<file path="src/rtl/signed_to_db_meter.sv">
// Signed sample to dB-below-full-scale converter with start/ready handshake,
// channel tagging and per-channel peak-hold registers with tick-driven decay.
module signed_to_db_meter #(
  parameter int unsigned IN_WIDTH  = 12,
  parameter int unsigned MANT_BITS = 4,
  parameter int unsigned CHANNELS  = 2,
  parameter int unsigned OUT_WIDTH = 8,
  parameter int unsigned FLOOR_DB  = 72,
  localparam int unsigned CH_W     = (CHANNELS > 1) ? $clog2(CHANNELS) : 1
) (
  input  logic                          clock,
  input  logic                          reset,
  input  logic                          start,
  input  logic [CH_W-1:0]               channel_in,
  input  logic [IN_WIDTH-1:0]           input_sample,
  input  logic                          decay_tick,
  output logic                          ready,
  output logic                          done,
  output logic [OUT_WIDTH-1:0]          output_db,
  output logic [CH_W-1:0]               channel_out,
  output logic [CHANNELS*OUT_WIDTH-1:0] peak_db
);

  localparam int unsigned K_W       = (IN_WIDTH > 1) ? $clog2(IN_WIDTH) : 1;
  localparam int unsigned G_W       = 16;
  localparam int unsigned R_N       = 2 ** MANT_BITS;
  localparam int unsigned PAD_W     = IN_WIDTH - 1 + MANT_BITS;
  localparam int unsigned OUT_MAX   = (2 ** OUT_WIDTH) - 1;
  localparam int unsigned PEAK_CEIL = (FLOOR_DB < OUT_MAX) ? FLOOR_DB : OUT_MAX;
  localparam logic [OUT_WIDTH-1:0] PEAK_CEIL_V = OUT_WIDTH'(PEAK_CEIL);

  // G_M(k) = round(80*k*log10 2), integer fixed point with 1e-9 resolution
  function automatic logic [IN_WIDTH*G_W-1:0] build_gm();
    logic [IN_WIDTH*G_W-1:0] t;
    t = '0;
    for (int k = 0; k < IN_WIDTH; k++) begin
      t[k*G_W +: G_W] = G_W'((64'(k) * 64'd24082399653 + 64'd500000000) / 64'd1000000000);
    end
    return t;
  endfunction

  // G_R(r) = round(80*log10(1 + r/2^MANT_BITS)) via bitwise Q30 log2 by repeated squaring
  function automatic logic [R_N*G_W-1:0] build_gr();
    logic [R_N*G_W-1:0] t;
    longint unsigned    y;
    longint unsigned    acc;
    t = '0;
    for (int r = 0; r < R_N; r++) begin
      y   = (64'(R_N + r) << 30) / 64'(R_N);
      acc = 64'd0;
      for (int i = 29; i >= 0; i--) begin
        y = (y * y) >> 30;
        if (y >= (64'd2 << 30)) begin
          y   = y >> 1;
          acc = acc | (64'd1 << i);
        end
      end
      t[r*G_W +: G_W] = G_W'((acc * 64'd24082400 + (64'd1000000 << 29)) / (64'd1000000 << 30));
    end
    return t;
  endfunction

  localparam logic [IN_WIDTH*G_W-1:0] GM_TAB = build_gm();
  localparam logic [R_N*G_W-1:0]      GR_TAB = build_gr();

  typedef enum logic [1:0] {S_IDLE, S_NORM, S_OUT} state_t;

  state_t                       state;
  state_t                       state_nxt;
  logic [IN_WIDTH-1:0]          mag;
  logic [K_W-1:0]               k;
  logic [CH_W-1:0]              ch_q;
  logic                         accept_c;
  logic [IN_WIDTH-1:0]          abs_c;
  logic [PAD_W-1:0]             pad_c;
  logic [MANT_BITS-1:0]         r_c;
  logic [G_W-1:0]               gm_c;
  logic [G_W-1:0]               gr_c;
  logic [31:0]                  db_full_c;
  logic [OUT_WIDTH-1:0]         db_c;
  logic [OUT_WIDTH-1:0]         pk_cur_c;
  logic [OUT_WIDTH-1:0]         pk_dec_c;
  logic [CHANNELS*OUT_WIDTH-1:0] peak_nxt_c;

  // State register
  always_ff @(posedge clock or posedge reset) begin
    if (reset) state <= S_IDLE;
    else       state <= state_nxt;
  end

  // Next-state logic: normalise until the leading one reaches the MSB or mag is zero
  always_comb begin
    state_nxt = state;
    unique case (state)
      S_IDLE:  if (accept_c) state_nxt = S_NORM;
      S_NORM:  if (mag == '0 || mag[IN_WIDTH-1]) state_nxt = S_OUT;
      S_OUT:   state_nxt = S_IDLE;
      default: state_nxt = S_IDLE;
    endcase
  end

  // Handshake decode, magnitude and table lookup
  always_comb begin
    ready     = (state == S_IDLE);
    accept_c  = ready && start;
    abs_c     = input_sample[IN_WIDTH-1] ? (~input_sample + 1'b1) : input_sample;
    pad_c     = {mag[IN_WIDTH-2:0], {MANT_BITS{1'b0}}};
    r_c       = MANT_BITS'(pad_c >> (PAD_W - MANT_BITS));
    gm_c      = GM_TAB[k*G_W +: G_W];
    gr_c      = GR_TAB[r_c*G_W +: G_W];
    db_full_c = 32'd0;
    if (mag == '0)        db_full_c = 32'(FLOOR_DB);
    else if (gm_c > gr_c) db_full_c = 32'(gm_c - gr_c) >> 2;
    db_c = (db_full_c > OUT_MAX) ? OUT_WIDTH'(OUT_MAX) : OUT_WIDTH'(db_full_c);
  end

  // Conversion datapath and result registers
  always_ff @(posedge clock or posedge reset) begin
    if (reset) begin
      mag         <= '0;
      k           <= '0;
      ch_q        <= '0;
      done        <= 1'b0;
      output_db   <= '0;
      channel_out <= '0;
    end else begin
      done <= 1'b0;
      unique case (state)
        S_IDLE: begin
          if (accept_c) begin
            mag  <= abs_c;
            k    <= '0;
            ch_q <= channel_in;
          end
        end
        S_NORM: begin
          if (mag != '0 && !mag[IN_WIDTH-1]) begin
            mag <= {mag[IN_WIDTH-2:0], 1'b0};
            k   <= k + 1'b1;
          end
        end
        S_OUT: begin
          done        <= 1'b1;
          output_db   <= db_c;
          channel_out <= ch_q;
        end
        default: ;
      endcase
    end
  end

  // Peak hold: decay is applied before the min with a coincident result
  always_comb begin
    peak_nxt_c = peak_db;
    pk_cur_c   = '0;
    pk_dec_c   = '0;
    for (int c = 0; c < CHANNELS; c++) begin
      pk_cur_c = peak_db[c*OUT_WIDTH +: OUT_WIDTH];
      pk_dec_c = (decay_tick && pk_cur_c < PEAK_CEIL_V) ? pk_cur_c + 1'b1 : pk_cur_c;
      if (done && channel_out == CH_W'(c) && output_db < pk_dec_c) pk_dec_c = output_db;
      peak_nxt_c[c*OUT_WIDTH +: OUT_WIDTH] = pk_dec_c;
    end
  end

  always_ff @(posedge clock or posedge reset) begin
    if (reset) peak_db <= {CHANNELS{PEAK_CEIL_V}};
    else       peak_db <= peak_nxt_c;
  end

endmodule

</file>
<file path="config.mk">
export PLATFORM = sky130hd
export DESIGN_NAME = signed_to_db_meter
export DESIGN_NICKNAME = d
export VERILOG_FILES = /design/src/rtl/signed_to_db_meter.sv
export SDC_FILE = /design/constraint.sdc
export NUM_CORES = 1
export LEC_CHECK = 0
export BUFFER_PORTS_ARGS = -buffer_cell sky130_fd_sc_hd__buf_2
export CORE_UTILIZATION = 42
export CTS_CLUSTER_DIAMETER = 40
export DETAILED_ROUTE_END_ITERATION = 16
export GPL_TIMING_DRIVEN = 0
export MAX_ROUTING_LAYER = met4
export SLEW_MARGIN = 20
export SYNTH_ARGS = -nofsm -noshare
export SYNTH_HDL_FRONTEND = slang
export SYNTH_SLANG_ARGS = --single-unit
export TNS_END_PERCENT = 100
</file>
<file path="constraint.sdc">
create_clock -name clock -period 4.8 [get_ports clock]
set_input_delay 0.48 -clock clock [delete_from_list [all_inputs] [get_ports clock]]
set_output_delay 0.48 -clock clock [all_outputs]
set_load 0.05 [all_outputs]
</file>
==> After elaboration in Yosys (flattened, before gate mapping) <==
Cells that the tools add are included.
{ "classes": {"n_eq_ne": 5, "n_shift": 2, "reduce_logical": 17, "order_cmp": 6, "addsub": 5, "n_bitwise": 2, "muxes": 18} }
{ "ops": {"columns": ["op", "n"], "rows": [
  ["256-bit by 9-bit variable part select with 16-bit output, first input constant", 1],
  ["192-bit by 9-bit variable part select with 16-bit output, first input constant", 1],
  ["30-bit two-way mux", 2],
  ["8-bit two-way mux", 5],
  ["12-bit two-way mux", 3],
  ["32-bit by 8-bit greater-than comparator with 1-bit output, second input constant", 1],
  ["12-bit case mux with 2 select lines", 1],
  ["16-bit by 16-bit subtractor with 17-bit output", 1],
  ["8-bit by 1-bit adder with 8-bit output, second input constant", 2],
  ["16-bit greater-than comparator", 1],
  ["8-bit by 7-bit < comparator with 1-bit output, second input constant", 2],
  ["8-bit < comparator", 2],
  ["12-bit by 1-bit adder with 12-bit output, second input constant", 1],
  ["12-bit zero test", 1],
  ["12-bit NOT", 1],
  ["12-bit nonzero test", 1],
  ["1-bit logical AND", 8],
  ["4-bit two-way mux", 2],
  ["4-bit case mux with 2 select lines", 1],
  ["4-bit by 1-bit adder with 4-bit output, second input constant", 1],
  ["2-bit two-way mux", 2],
  ["2-bit inequality test, second input constant", 2],
  ["2-bit case mux with 2 select lines", 1],
  ["2-bit AND reduction", 2],
  ["10 further kinds", 10]
]} }
{ "word_totals": {"input_bits": 17, "ff_bits": 45, "output_inout_bits": 27} }

==> Longest topological paths before layout <==
Gate-level depths: netlist of the first run.
{ "logic_depth": {"word_depth": 6, "ltp_mapped": 15, "ltp_nobuf": 15} }

==> Worst setup path after synthesis of the first run <==
Ideal clock, no wire load.
{ "synth_timing": {"kind": "register to register", "start": "reg peak_db[4]", "end": "reg peak_db[7]", "required_time_ps": 4675, "slack_ps": 1680, "t_arrival_ps": 2995, "stages_incl_launch_ff": 13, "period_less_slack_ps": 3120, "path_buffers": 0, "cell_sequence": "dfrtp_1 o31ai_2 nand3_2 nor2_1 nand3_1 xor2_1 ha_1 a21oi_1 nor2b_1 o21ai_0 nand4_1 a41oi_4 mux2_4"} }
{ "synth_between": {"elab_chain_cells": 6} }
{ "synth_lines": {"columns": ["item", "line_no", "rtl"], "rows": [
  ["from (decl)", "21", "output logic [CHANNELS*OUT_WIDTH-1:0] peak_db"],
  ["from (signal assigned)", "166", "if (reset) peak_db <= {CHANNELS{PEAK_CEIL_V}};"],
  ["from (signal assigned)", "167", "else peak_db <= peak_nxt_c;"],
  ["8-bit by 7-bit < comparator with 1-bit output", "159", "pk_dec_c = (decay_tick && pk_cur_c < PEAK_CEIL_V) ? pk_cur_c + 1'b1 : pk_cur_c;"],
  ["1-bit logical AND", "159", null],
  ["8-bit two-way mux (*)", "159", null],
  ["8-bit < comparator", "160", "if (done && channel_out == CH_W'(c) && output_db < pk_dec_c) pk_dec_c = output_db;"],
  ["1-bit logical AND", "160", null],
  ["8-bit two-way mux (*)", "160", null],
  ["via peak_nxt_c[7]", "83", "logic [CHANNELS*OUT_WIDTH-1:0] peak_nxt_c;"]
]} }
The timed path passes the listed nets; every way through them passes the cells marked *.
A chain may end at the register's enable or synchronous reset.

==> Worst setup path after layout of the first run <==
{ "layout_timing": {"start": "reg mag[9]", "end": "reg output_db[4]"} }
{ "layout_between": {"elab_chain_cells": 6} }
{ "layout_lines": {"columns": ["item", "line_no", "rtl"], "rows": [
  ["from (decl)", "70", "logic [IN_WIDTH-1:0] mag;"],
  ["from (signal assigned)", "131", "mag <= abs_c;"],
  ["from (signal assigned)", "138", "mag <= {mag[IN_WIDTH-2:0], 1'b0};"],
  ["256-bit by 9-bit variable part select with 16-bit output", "110", "gr_c = GR_TAB[r_c*G_W +: G_W];"],
  ["16-bit by 16-bit subtractor with 17-bit output / 16-bit greater-than comparator (equally long branches)", "113", "else if (gm_c > gr_c) db_full_c = 32'(gm_c - gr_c) >> 2;"],
  ["30-bit two-way mux", "113", null],
  ["30-bit two-way mux (*)", "112", "if (mag == '0) db_full_c = 32'(FLOOR_DB);"],
  ["32-bit by 8-bit greater-than comparator with 1-bit output", "114", "db_c = (db_full_c > OUT_MAX) ? OUT_WIDTH'(OUT_MAX) : OUT_WIDTH'(db_full_c);"],
  ["8-bit two-way mux (*)", "114", null],
  ["to (signal assigned)", "124", "output_db <= '0;"],
  ["to (signal assigned)", "144", "output_db <= db_c;"],
  ["to (decl)", "19", "output logic [OUT_WIDTH-1:0] output_db,"]
]} }
Every way passes the cells marked *; elsewhere a longest branch is shown, timed or not.

==> metrics.yaml, run 1 <==
clock_tree:
  cts_resized: 0
  cts_tree: "done"
  ctsHoldBuffers: 0
  cts.sinks: 45
  cts_buffers: 5
  cts-root-buf: "clkbuf_8"
  path_clk_slew_ps: 90
  htreeDepth: 2
  cts_buffer_depth: 2
  clk_latency_ps: 300
  postCtsSetupRepairBufs: 0
synthesis:
  yosysTopAreaCell: "dfrtp_1"
  synth.distinct_cells: 56
  synth_edf_count: 0
  async_flop_share: 1.00
  ys.flop_type: "dfrtp_1"
  syn-num-nets: 406
  ys_seq_area_frac: 0.339
  ys_ff_latch: 45
  synth_area_um2: 3330
  synth_top_area_share: 0.308
  yosysWarnings: 0
  synthTopCellsByArea: "dfrtp_1 31%, ha_1 12%, mux2i_1 5.7%"
  syn_inst: 356
  postSynthAreaPerCell_um2: 9.36
routing:
  drtAntennaViolNets: 0
  first_pass_iters: 4
  drc: 0
  via_per_inst: 5.35
  vias: 2729
  wl_per_cell_um: 15.0
  drtIter0Drc: 61
  wl_mm: 7.68
grt:
  grt_pass1_vias: 2672
  grt_max_degree: 24
  grt_usage: 0.199
  antenna_found_initial: 0
  grt_pass1_wl_mm: 12.9
  grt-ovfl-total: 0
critical_path:
  path_class: "flip-flop to flip-flop"
  slowest_delay_ps: 370
  r2r-end: "output_db[4]$_DFFE_PP0P_"
  worstReg2RegStart: "mag[9]$_DFFE_PP0P_"
  critPathRequiredTime_ps: 5000
  crit_path_frequent_cell: "ha_1"
  end_kind: "flip-flop"
  crit_arrival_ps: 3690
  cp_max_fo: 8
  start_kind: "flip-flop"
  crit_path_cell_trace: "clkbuf_1 -> inv_1 -> ha_1 -> nand2b_1 -> ha_1 -> nand2_1 -> o31ai_1 -> a21boi_2 -> nor3_1 -> ha_1 -> a41oi_2 -> o211ai_1 -> a22o_1"
  r2r_cells: 13
  r2r_slack_ps: 1310
  slowest_stage: "ha_1"
timing:
  rsz0062_at_grt: "no"
  fin_crit_sh: 0.726
  setup_viol: 0
  setup-tns-final_ps: 0
  finalHoldViolCount: 0
  finClkSkew_ps: 7.08
  finalMaxSlewViolations: 0
  min_period_ps: 3490
  worst_pin_slew_ps: 556
  max_freq_mhz: 287
  slew_headroom: 0.629
  hold-worst-slack_ps: 209
final_layout:
  finish.utilization: 0.493
  final_area_um2: 3790
  synthToLayoutAreaGrowth_pct: 13.8
  drive_gt1_frac: 0.181
  fin_nets: 457
  antenna_cells: 0
  final_cell_mix: "43 x buf_2, 41 x dfrtp_1, 35 x nand2_1"
  final_common_cell: "buf_2"
floorplanning:
  io_pins: 44
  core_um2: 7690
  fp.dieW_um: 91.1
  die-area_um2: 8290
  initial_core_util: 0.433
  die_h_um: 91.1
  rows: 32
placement:
  place_area_um2: 3700
  place.gp.congestion: 0.814
  dp_hpwl_mm: 6.12
  port_buffers: 43
hold_path:
  worstHoldPathType: "primary input to asynchronous set/reset pin"
status:
  status: "finished, final reports clean"
run:
  cap_violations: 0
[flip-flops by register name (all words and copies together) (netlist names)]
| name | cells |
|---|---|
| peak_db | 16 |
| mag | 12 |
| output_db | 8 |
| k | 4 |
| state | 2 |
| ch_q | 1 |
| channel_out | 1 |
| done | 1 |
[area by class of cell]
class	instances	area, um^2
Fill cell	742	3890
Multi-Input combinational cell	276	2070
Sequential cell	45	1130
Clock inverter	3	21.3
Clock buffer	5	68.8
Tap cell	102	128
Buffer	11	41.3
Inverter	24	90.1
Timing Repair Buffer	44	243
[Yosys cell counts (all sizes together) (3+ instances only)]
master	count
o211ai	3
nor2	20
o21a	3
inv	24
nor2b	6
a41oi	3
dfrtp	41
dfstp	4
a21oi	15
mux2i	19
nor3	3
nand4	6
xor2	11
ha	33
nand2b	9
o21ai	28
nand3	10
or4	4
o31a	3
a211o	3
xnor2	14
or3	4
clkbuf	11
a31oi	3
nand2	35
o31ai	8
and4	3
mux2	4
[per-layer routing]
| layer | part of all wire | GRT usage |
|---|---|---|
| met5 | 0 | - |
| met4 | 0.0091 | 0.0384 |
| met3 | 0.029 | 0.0260 |
| met2 | 0.48 | 0.336 |
| met1 | 0.48 | 0.257 |
[kinds of logic after synthesis]
| group | count (synthesis) | share of synthesized area |
|---|---|---|
| adder cells (fa/ha/maj) | 33 | 0.124 |
| multiplexers | 24 | 0.0796 |
| buffers and inverters | 35 | 0.0394 |
| AO/OA/AOI/OAI | 83 | 0.179 |
| AND/OR/NAND/NOR | 111 | 0.173 |
| flip-flops | 45 | 0.339 |
| XOR/XNOR | 25 | 0.0657 |
[worst max path at each step]
stage | from | endpoint | slack, ps | cells after the start
floorplan | peak_db[4]$_DFF_PP0_ | peak_db[7]$_DFF_PP0_ | 1680 | 12
global placement | mag[9]$_DFFE_PP0P_ | output_db[4]$_DFFE_PP0P_ | 1330 | 13
detailed placement | mag[9]$_DFFE_PP0P_ | output_db[4]$_DFFE_PP0P_ | 1340 | 13
CTS | mag[9]$_DFFE_PP0P_ | output_db[4]$_DFFE_PP0P_ | 1320 | 13
global route | mag[9]$_DFFE_PP0P_ | output_db[4]$_DFFE_PP0P_ | 1020 | 13
finish | mag[9]$_DFFE_PP0P_ | output_db[4]$_DFFE_PP0P_ | 1310 | 13
[critical path, delay by kind of cell (launching register included)]
family,cells,cell delay [ps]
simple gates,3,320
flops,1,350
buf+inv,2,510
compound gates,5,1340
fa+ha+maj,3,850
[through the flow]
stage / worst slack [ps] / instances
floorplan: 1680 / 356
global placement: 1330 / 501
detailed placement: 1340 / 502
CTS: 1320 / 510
global route: 1020 / 510
finish: 1310 / 510
Power of run 1 is left out: the tool's default activity adds up to more than one toggle a clock period on the data nets, which glitch-free logic cannot reach.
==> run 2, diff against run 1 <==
Clock period 4.8 ns to 3.65 ns, I/O delays scaled along.
==> metrics.yaml, run 2 (same netlist as run 1, synthesis figures left out) <==
grt:
  antenna_found_initial: 0
  grt_pass1_vias: 2672
  grt_pass1_wl_mm: 12.9
  grt_usage: 0.199
  grt_max_degree: 24
  grt-ovfl-total: 0
timing:
  max_freq_mhz: 304
  finClkSkew_ps: 5.08
  worst_pin_slew_ps: 558
  setup-tns-final_ps: 0
  finalHoldViolCount: 0
  setup_viol: 0
  rsz0062_at_grt: "no"
  slew_headroom: 0.628
  finalMaxSlewViolations: 0
  min_period_ps: 3290
  fin_crit_sh: 0.902
clock_tree:
  cts_tree: "done"
  cts_buffer_depth: 2
  clk_latency_ps: 300
  cts_buffers: 5
  ctsHoldBuffers: 0
  path_clk_slew_ps: 90
  htreeDepth: 2
  cts.sinks: 45
  cts-root-buf: "clkbuf_8"
critical_path:
  critPathRequiredTime_ps: 3850
  path_delay_family: "compound AO/OA/AOI/OAI gates"
  slowest_delay_ps: 480
  crit_path_cell_trace: "inv_1 -> ha_1 -> ha_1 -> nand2b_1 -> ha_1 -> nand2_1 -> o31ai_2 -> a21boi_4 -> nor3_1 -> ha_1 -> a41oi_2 -> o211ai_1 -> a22o_1"
  start_kind: "flip-flop"
  cp_max_fo: 7
  slowest_stage: "dfrtp_1"
  end_kind: "flip-flop"
  crit_arrival_ps: 3490
  worst-path-buf-inv: 1
  crit_path_frequent_cell: "ha_1"
  path_class: "flip-flop to flip-flop"
placement:
  place_area_um2: 3700
  port_buffers: 43
  dp_hpwl_mm: 6.12
  place.gp.congestion: 0.814
floorplanning:
  rows: 32
  die-area_um2: 8290
  io_pins: 44
  core_um2: 7690
  die_h_um: 91.1
  initial_core_util: 0.433
  fp.dieW_um: 91.1
final_layout:
  antenna_cells: 0
  final_common_cell: "buf_2"
  fin_nets: 457
  largest_registers: "peak_db x16, mag x12, output_db x8"
  register_area_um2: 1130
  multiInputGateArea_um2: 2080
  largest_reg_flops: 16
  synthToLayoutAreaGrowth_pct: 14.2
  final_area_um2: 3810
  final_cell_mix: "43 x buf_2, 41 x dfrtp_1, 35 x nand2_1"
  drive_gt1_frac: 0.186
  n_fill_cell: 741
  top_register: "peak_db"
routing:
  drtAntennaViolNets: 0
  vias: 2737
  first_pass_iters: 4
  drc: 0
  via_per_inst: 5.37
  wl_mm: 7.68
  drtIter0Drc: 59
  wl_per_cell_um: 15.1
hold_path:
  worstHoldPathType: "primary input to asynchronous set/reset pin"
status:
  status: "finished, final reports clean"
run:
  cap_violations: 0
==> run 2: final timing paths <==
path | endpoint | slack, ps | cells past startpoint | startpoint
setup / recovery | output_db[4]$_DFFE_PP0P_ | 360 | 13 | mag[7]$_DFFE_PP0P_
hold / removal | ch_q$_DFFE_PP0P_ | 90 | 2 | reset
setup reg to reg | output_db[4]$_DFFE_PP0P_ | 360 | 13 | mag[7]$_DFFE_PP0P_
hold reg to reg | channel_out$_DFFE_PP0P_ | 500 | 2 | ch_q$_DFFE_PP0P_
max in group asynchronous | peak_db[3]$_DFF_PP1_ | 2980 | 3 | reset
min in group clock | k[3]$_DFFE_PP0P_ | 230 | 2 | start
==> run 2: final cells by class <==
cell class | instances | share of cell area
multi-input combinational | 276 | 0.547
timing repair buffer | 44 | 0.0638
buffer | 11 | 0.0112
tap | 102 | 0.0335
inverter | 24 | 0.0237
clock buffer | 5 | 0.0181
sequential | 45 | 0.297
clock inverter | 3 | 0.00559
==> run 2: timing repair <==
| action | CTS | global route |
|---|---|---|
| setup endpoints to repair | 0 | 4 |
| hold endpoints to repair | 0 | 0 |
| setup buffers | 0 | 0 |
| gates resized for setup | 0 | 4 |
==> run 2: metal layers <==
layer / vias up / routed length, um / global-route usage
li1: 1381 / - / -
met1: 1296 / 3680 / 0.257
met2: 53 / 3660 / 0.336
met3: 7 / 260 / 0.0260
met4: 0 / 72 / 0.0384
met5: - / 0 / -
==> run 2: stage by stage <==
step,worst slack (ps),util,hold WS [ps],cells
5_1_grt,98.6,0.495,131,510
3_5_place_dp,193,0.482,441,502
6_report,358,0.495,89.5,510
2_1_floorplan,530,-,435,356
3_3_place_gp,175,0.478,482,501
4_1_cts,166,0.493,105,510
Power of run 2 is left out for the same reason.
